File: src/rtl/sha_state_bank_if.sv
// sha_state_bank_if: handshake carrying compression results into the chaining-state bank
interface sha_state_bank_if #(
    parameter int WIDTH = 32,
    parameter int WORDS = 8
);
    logic                   add_valid;
    logic                   add_ready;
    logic [WORDS*WIDTH-1:0] add_word;
    modport master (output add_valid, add_word, input add_ready);
    modport slave (input add_valid, add_word, output add_ready);
endinterface

File: src/rtl/sha_state_bank.sv
// sha_state_bank: SHA-256 chaining-state bank sequencing header chunks and the second hash
// Define SHA_MIDSTATE_EN to keep the chunk-1 midstate so nonce sweeps can skip chunk 1.
module sha_state_bank #(
    parameter int WIDTH = 32,
    parameter int WORDS = 8,
    parameter logic [WORDS*WIDTH-1:0] IV = 256'h5be0cd19_1f83d9ab_9b05688c_510e527f_a54ff53a_3c6ef372_bb67ae85_6a09e667
) (
    input  logic                   clk,
    input  logic                   rst,
    input  logic                   start,
    input  logic                   reuse_mid,
    input  logic                   mid_clr,
    sha_state_bank_if.slave        bus,
    output logic [WORDS*WIDTH-1:0] h_out,
    output logic [WORDS*WIDTH-1:0] msg2,
    output logic [1:0]             phase,
    output logic                   busy,
    output logic                   mid_valid,
    output logic [WORDS*WIDTH-1:0] digest,
    output logic                   digest_valid
);
    typedef enum logic [1:0] {IDLE, CHUNK1, CHUNK2, HASH2} state_t;
    state_t                 state;
    logic [WORDS*WIDTH-1:0] sum;
    logic [WORDS*WIDTH-1:0] mid;
    logic                   acc;
    logic                   reuse;
    for (genvar i = 0; i < WORDS; i++) begin : g_add
        assign sum[i*WIDTH +: WIDTH] = h_out[i*WIDTH +: WIDTH] + bus.add_word[i*WIDTH +: WIDTH];
    end
    assign phase = state;
    assign busy = state != IDLE;
    assign bus.add_ready = busy;
    assign acc = bus.add_valid & bus.add_ready;
`ifdef SHA_MIDSTATE_EN
    assign reuse = reuse_mid & mid_valid;
    // a CHUNK1 write overrides a same-cycle clear; start suppresses the write
    always_ff @(posedge clk) begin
        if (rst) begin
            mid <= '0;
            mid_valid <= 1'b0;
        end else begin
            if (mid_clr) mid_valid <= 1'b0;
            if (acc && !start && state == CHUNK1) begin
                mid <= sum;
                mid_valid <= 1'b1;
            end
        end
    end
`else
    logic unused_mid;
    assign unused_mid = reuse_mid ^ mid_clr;
    assign reuse = 1'b0;
    assign mid = '0;
    assign mid_valid = 1'b0;
`endif
    always_ff @(posedge clk) begin
        if (rst) begin
            state <= IDLE;
            h_out <= IV;
            msg2 <= '0;
            digest <= '0;
            digest_valid <= 1'b0;
        end else begin
            digest_valid <= 1'b0;
            if (start) begin
                state <= reuse ? CHUNK2 : CHUNK1;
                h_out <= reuse ? mid : IV;
            end else if (acc) begin
                case (state)
                    CHUNK1: begin
                        h_out <= sum;
                        state <= CHUNK2;
                    end
                    CHUNK2: begin
                        msg2 <= sum;
                        h_out <= IV;
                        state <= HASH2;
                    end
                    default: begin
                        digest <= sum;
                        digest_valid <= 1'b1;
                        state <= IDLE;
                    end
                endcase
            end
        end
    end
endmodule

File: src/flat_wrapper.sv
// flat-port wrapper written by rule: the top's interface ports become plain ports
module sha_state_bank_flat 
#(
    parameter int WIDTH = 32,
    parameter int WORDS = 8,
    parameter logic [WORDS*WIDTH-1:0] IV = 256'h5be0cd19_1f83d9ab_9b05688c_510e527f_a54ff53a_3c6ef372_bb67ae85_6a09e667
)
  (clk, rst, start, reuse_mid, mid_clr, h_out, msg2, phase, busy, mid_valid, digest, digest_valid, bus_add_valid, bus_add_word, bus_add_ready);
  sha_state_bank_if #(.WIDTH(WIDTH), .WORDS(WORDS)) bus_i ();
  input  logic clk;
  input  logic rst;
  input  logic start;
  input  logic reuse_mid;
  input  logic mid_clr;
  output logic [WORDS*WIDTH-1:0] h_out;
  output logic [WORDS*WIDTH-1:0] msg2;
  output logic [1:0] phase;
  output logic busy;
  output logic mid_valid;
  output logic [WORDS*WIDTH-1:0] digest;
  output logic digest_valid;
  input wire logic [$bits(bus_i.add_valid)-1:0] bus_add_valid;
  input wire logic [$bits(bus_i.add_word)-1:0] bus_add_word;
  output wire logic [$bits(bus_i.add_ready)-1:0] bus_add_ready;
  assign bus_i.add_valid = bus_add_valid;
  assign bus_i.add_word = bus_add_word;
  assign bus_add_ready = bus_i.add_ready;
  sha_state_bank #(.WIDTH(WIDTH), .WORDS(WORDS), .IV(IV)) u_core (.clk(clk), .rst(rst), .start(start), .reuse_mid(reuse_mid), .mid_clr(mid_clr), .bus(bus_i), .h_out(h_out), .msg2(msg2), .phase(phase), .busy(busy), .mid_valid(mid_valid), .digest(digest), .digest_valid(digest_valid));
endmodule
File: config.mk
export PLATFORM = sky130hd
export DESIGN_NAME = sha_state_bank_flat
export DESIGN_NICKNAME = d
export VERILOG_FILES = /design/src/rtl/sha_state_bank_if.sv /design/src/rtl/sha_state_bank.sv /design/src/flat_wrapper.sv
export SDC_FILE = /design/constraint.sdc
export NUM_CORES = 2
export LEC_CHECK = 0
export ABC_AREA = 1
export CAP_MARGIN = 5
export CORE_AREA = 2 2 402 404
export DETAILED_ROUTE_END_ITERATION = 6
export DIE_AREA = 0 0 404 406
export GPL_TIMING_DRIVEN = 0
export PLACE_DENSITY = 0.56
export SLEW_MARGIN = 25
export SYNTH_ARGS = -nofsm -noshare
export SYNTH_HDL_FRONTEND = slang
export SYNTH_SLANG_ARGS = --single-unit
File: constraint.sdc
create_clock -name clk -period 2.55 [get_ports clk]
set_input_delay 0.3825 -clock clk [delete_from_list [all_inputs] [get_ports clk]]
set_output_delay 0.3825 -clock clk [all_outputs]
set_load 0.01 [all_outputs]
## After elaboration in Yosys (flattened, before gate mapping)

Cells that the tools add are included.
Widths: inputs -> output; s select.

- Add/subtract/negate cells: 8
- Equal/unequal tests: 2
- Mux-type cells: 5
- Bitwise logic cells: 4
- Reductions and logical operators: 9

Operators with widths:

| cell | count |
|---|---|
| $pmux 256 s2 | 1 |
| $add 32x32->32 | 8 |
| $reduce_and 3->1 | 2 |
| $reduce_bool 2->1 | 3 |
| $pmux 2 s2 | 1 |
| $reduce_or 2->1 | 2 |
| $mux 1 | 3 |
| $not 1->1 | 3 |
| $reduce_or 3->1 | 1 |
| $eq 2x1->1 const B | 1 |
| $eq 2x2->1 const B | 1 |
| $reduce_and 2->1 | 1 |
| $and 1x1->1 | 1 |

- Register bits after elaboration: 771
- Logic and storage cells: 34

## Depth between registers and ports, before layout

- Depth after elaboration: 4
- Gate-level depth with buffers: 15
- Gate-level depth less buffers: 15

## Worst setup path after synthesis

No wires, ideal clock.

- Kind: input -> register
- From: in bus_add_word[160]
- To: reg u_core.msg2[172]
- Library setup time: 0.115 ns
- Arrival time: 2.028 ns
- Setup slack: 0.406 ns
- Cell stages on the path: 10
- Path through: ha_1 fa_1 nand3_1 nand3_1 nand3_1 nand3_1 or2_2 and2_1 o21ai_0 inv_1

- Longest elaborated chain between the ends: 1

Ends and longest elaborated chain:

| item | RTL line | text |
|---|---|---|
| start, declared | flat_wrapper.sv:23 | `input wire logic [$bits(bus_i.add_word)-1:0] bus_add_word;` |
| $add 32x32->32 | sha_state_bank.sv:29 | `assign sum[i*WIDTH +: WIDTH] = h_out[i*WIDTH +: WIDTH] + bus.add_word[i*WIDTH +: WIDTH];` |
| end signal, assigned | sha_state_bank.sv:76 | `msg2 <= sum;` |
| end, declared | sha_state_bank.sv:15 | `output logic [WORDS*WIDTH-1:0] msg2,` |

Every way passes these cells.
A chain may end at the register's enable or synchronous reset.

## Worst setup path after layout

- From: reg u_core.state[0] (netlist: u_core.phase[0])
- To: reg u_core.digest[251]

- Longest elaborated chain between the ends: 4
- Elaborated cells between the ends (all ways): 7
- Classes of those cells: eq/ne (2); bitwise (2); reduce/logical (3)

Ends and longest elaborated chain:

| item | RTL line | text |
|---|---|---|
| start, declared | sha_state_bank.sv:23 | `state_t state;` |
| start signal, assigned | sha_state_bank.sv:67 | `state <= reuse ? CHUNK2 : CHUNK1;` |
| $eq 2x1->1 / $eq 2x2->1 (equally long branches) | sha_state_bank.sv:70 | `case (state)` |
| $reduce_or 2->1 (no source line) | n/a |  |
| $not 1->1 (no source line) | n/a |  |
| $reduce_and 3->1 (no source line) * | n/a |  |
| end signal, assigned | sha_state_bank.sv:81 | `digest <= sum;` |
| end, declared | sha_state_bank.sv:19 | `output logic [WORDS*WIDTH-1:0] digest,` |

Mark *: on every way between the ends. The rest lies on a longest branch, timed or not.

==> impl_metrics.yaml <==
synthesis:
  synth_area_per_cell_um2: 6.05
  syn_area_um2: 47200
  ys_top_cells_by_area: "dfxtp_1 33%, nand2_1 19%, inv_1 10%, nor2_1 9.7%, ha_1 6.6%"
  yosys.cell_types.count: 33
  synth_nets: 8327
  synthMostInstantiatedCell: "nand2_1"
  syn_inst: 7807
  ys.flop_type: "dfxtp_1"
  synth_warnings: 0
  synth_common_cells: "2377 x nand2_1, 1285 x inv_1, 1217 x nor2_1"
  synth_top_area_share_pct: 32.7
  synth-edff-count: 0
  async_reset_ff_share_pct: 0
  synth_area_leader_cell: "dfxtp_1"
  synth_seq_area_share_pct: 32.7
  ys_seq_elements: 771
final_layout:
  drive_gt1_share_pct: 4.33
  post-route-cell-area_um2: 64400
  nFillCells: 17400
  multi_input_area_um2: 26200
  nNetsFinal: 9470
  final_util_pct: 40.3
  ff_latch_area_um2: 15400
  areaGrowthSynthToFinish_pct: 36.4
placement:
  io_buffers: 1031
  gp_congestion: 1.01
  placed_area_um2: 60300
  post-place-ws_ns: -1.29
  hpwl_mm: 239
worst_setup_path:
  crit_slowest_cell: "dfxtp_2"
  crit_chain: "inv_1 > ha_1 > inv_4 > nand2_2 > nor3_4 > buf_12 > buf_4 > buf_12 > buf_8 > nand3_1 > nand2_1 > inv_1"
  max_stage_delay_ns: 0.34
  path_delay_family: "buffers and inverters"
  start_kind: "register"
  critPathArrivalTime_ns: 3.12
  cp_max_fo: 10
  critical_path_required_ns: 3.15
  critPathCaptureType: "register"
  worst-path-buf-inv: 7
  path_class: "reg -> reg"
power:
  p_per_area_nw_per_um2: 508
  worst_ir_drop_vdd_mv: 0.519
  totalPowerFinal_mw: 32.7
  combPwrFrac_pct: 19.0
  internal_power_mw: 22.2
  seq_power_share_pct: 38.1
  pwr-share-clk_pct: 42.9
  switchingPower_mw: 10.5
  swShare_pct: 32.2
  p_leak_nw: 32.5
timing:
  worst_slew_pin_slew_ns: 1.21
  fin_crit_sh_pct: 98.9
  final_hold_viol_count: 0
  whs_ns: 0.452
  max-slew-margin-rel_pct: 19.2
  fmax_ghz: 0.396
  skew_ns: 0.0279
  rsz0062_at_grt: "yes"
  worst_slack_ns: 0.0276
  fin_crit_ns: 2.52
  setup_viol: 0
  final-max-slew-violation-count: 0
detailed_routing:
  wl_met2_mm: 130
  top_layer: "met5"
  wl_met1_mm: 124
  viasPerCell: 4.97
  remaining_drc_errors: 0
  ant_nets: 0
  wl_per_cell_um: 26.2
  wl_met3_mm: 20.7
  dr.first_iter.drc_count: 4711
  totalWireLength_mm: 291
  vias: 55300
  drtPass1Iterations: 6
clock_tree:
  ctsLongestPathBuffers: 3
  hold_buffers: 0
  cts_tree: "done"
  ctsHtreeMaxLevel: 3
  cts_made_buffers: 95
  cts.sinks: 771
  clkTransAtPathRegs_ns: 0.06
  clkLatencyLatePin_ns: 0.72
  cts-root-buf: "clkbuf_16"
status:
  status: "finished, final reports clean"
die:
  pin_count: 1036
  die-area_um2: 164000
  core_um2: 160000
  die_x_um: 404
  rows: 147
  die_y_um: 406
  start_util_pct: 29.6
global_routing:
  grt_start_max_net_pins: 14
  grt_first_pass_wirelength_mm: 391
  first_global_vias: 51200
  track_usage_pct: 33.9
  antenna_found_initial: 29
  grt_overflow_total: 0
hold_path:
  hp-class: "in -> reg"
run:
  maxCapViolCount: 0
## area by class of cell
cell class | instances | area share (%)
Sequential cell | 771 | 24.0
Buffer | 259 | 2.43
Antenna cell | 16 | 0.0622
Timing Repair Buffer | 1047 | 16.5
Multi-Input combinational cell | 5485 | 40.6
Clock buffer | 136 | 4.13
Tap cell | 2086 | 4.05
Inverter | 1291 | 7.54
Clock inverter | 34 | 0.669
## placed cells by master (no fill, tap or decap), drive strengths merged, types with 38 or more instances in the layout
cell           count
nand2           2377
inv             1295
nor2            1217
clkdlybuf4s50   1030
dfxtp            771
nand3            573
a21oi            363
o21ai            308
clkbuf           285
ha               250
buf              126
xor2             109
o22ai             58
nor3              38
## metal layers
layer / track usage (%) / vias up
met2: 54.9 / 2268
met5: 0 / -
li1: - / 26400
met4: 17.5 / 10
met3: 5.65 / 481
met1: 43.3 / 26200
## flip-flops by register name (all words and copies together) (netlist names)
| name | cells |
|---|---|
| u_core.h_out | 256 |
| u_core.digest_valid | 1 |
| u_core.msg2 | 256 |
| u_core.digest | 256 |
| u_core.phase | 2 |
## repair_timing
item	in CTS	in global routing
endpoints found under the hold margin	0	0
buffers inserted	6	1
setup endpoints to repair	740	388
cloned	0	1
resized for setup	165	78
pin swaps	1	1
## logic make-up (layout without fill, tap and decap cells)
| group | Yosys count | count (layout) | share of synthesized area, % |
|---|---|---|---|
| simple gates | 4270 | 4270 | 36.0 |
| buf+inv | 1551 | 2767 | 12.6 |
| compound gates | 831 | 831 | 9.42 |
| flops | 771 | 771 | 32.7 |
| fa+ha+maj | 258 | 258 | 6.97 |
| xor+xnor | 125 | 125 | 2.32 |
| other cells | 1 | 17 | 0.00794 |
## power groups by stage
stage / registers (mW) / clock network [mW] / logic, mW
after floorplan: 12.7 / 0 / 2.97
after global placement: 12.7 / 0 / 5.95
after detailed placement: 12.7 / 0 / 5.99
after CTS: 12.5 / 14.2 / 6.07
after global routing: 12.5 / 14.6 / 6.65
final: 12.5 / 14.0 / 6.22
## path summary, 6_finish.rpt
check                                                   from                              end  slack [ns]  cells after the start
worst min register to register  u_core.msg2[34]$_SDFFE_PP0P_     u_core.msg2[34]$_SDFFE_PP0P_        0.47                      2
worst max-delay path            u_core.phase[0]$_SDFFE_PP0P_  u_core.digest[251]$_SDFFE_PP0P_        0.03                     12
worst max register to register  u_core.phase[0]$_SDFFE_PP0P_  u_core.digest[251]$_SDFFE_PP0P_        0.03                     12
worst min-delay path                           bus_add_valid     u_core.phase[0]$_SDFFE_PP0P_        0.45                      3
## metrics by stage
step	setup TNS, ns	std cells
floorplan	0	7807
global placement	-784.54	10900
detailed placement	-583.99	10900
CTS	-0.0145	11100
global route	-1.47	11100
finish	0	11100
## worst min-delay path, cell delays in order
cell             delay (ns)
clkdlybuf4s50_1        0.46
a31oi_1                0.20
a21oi_1                0.08
(Power assumes the default switching activity.)
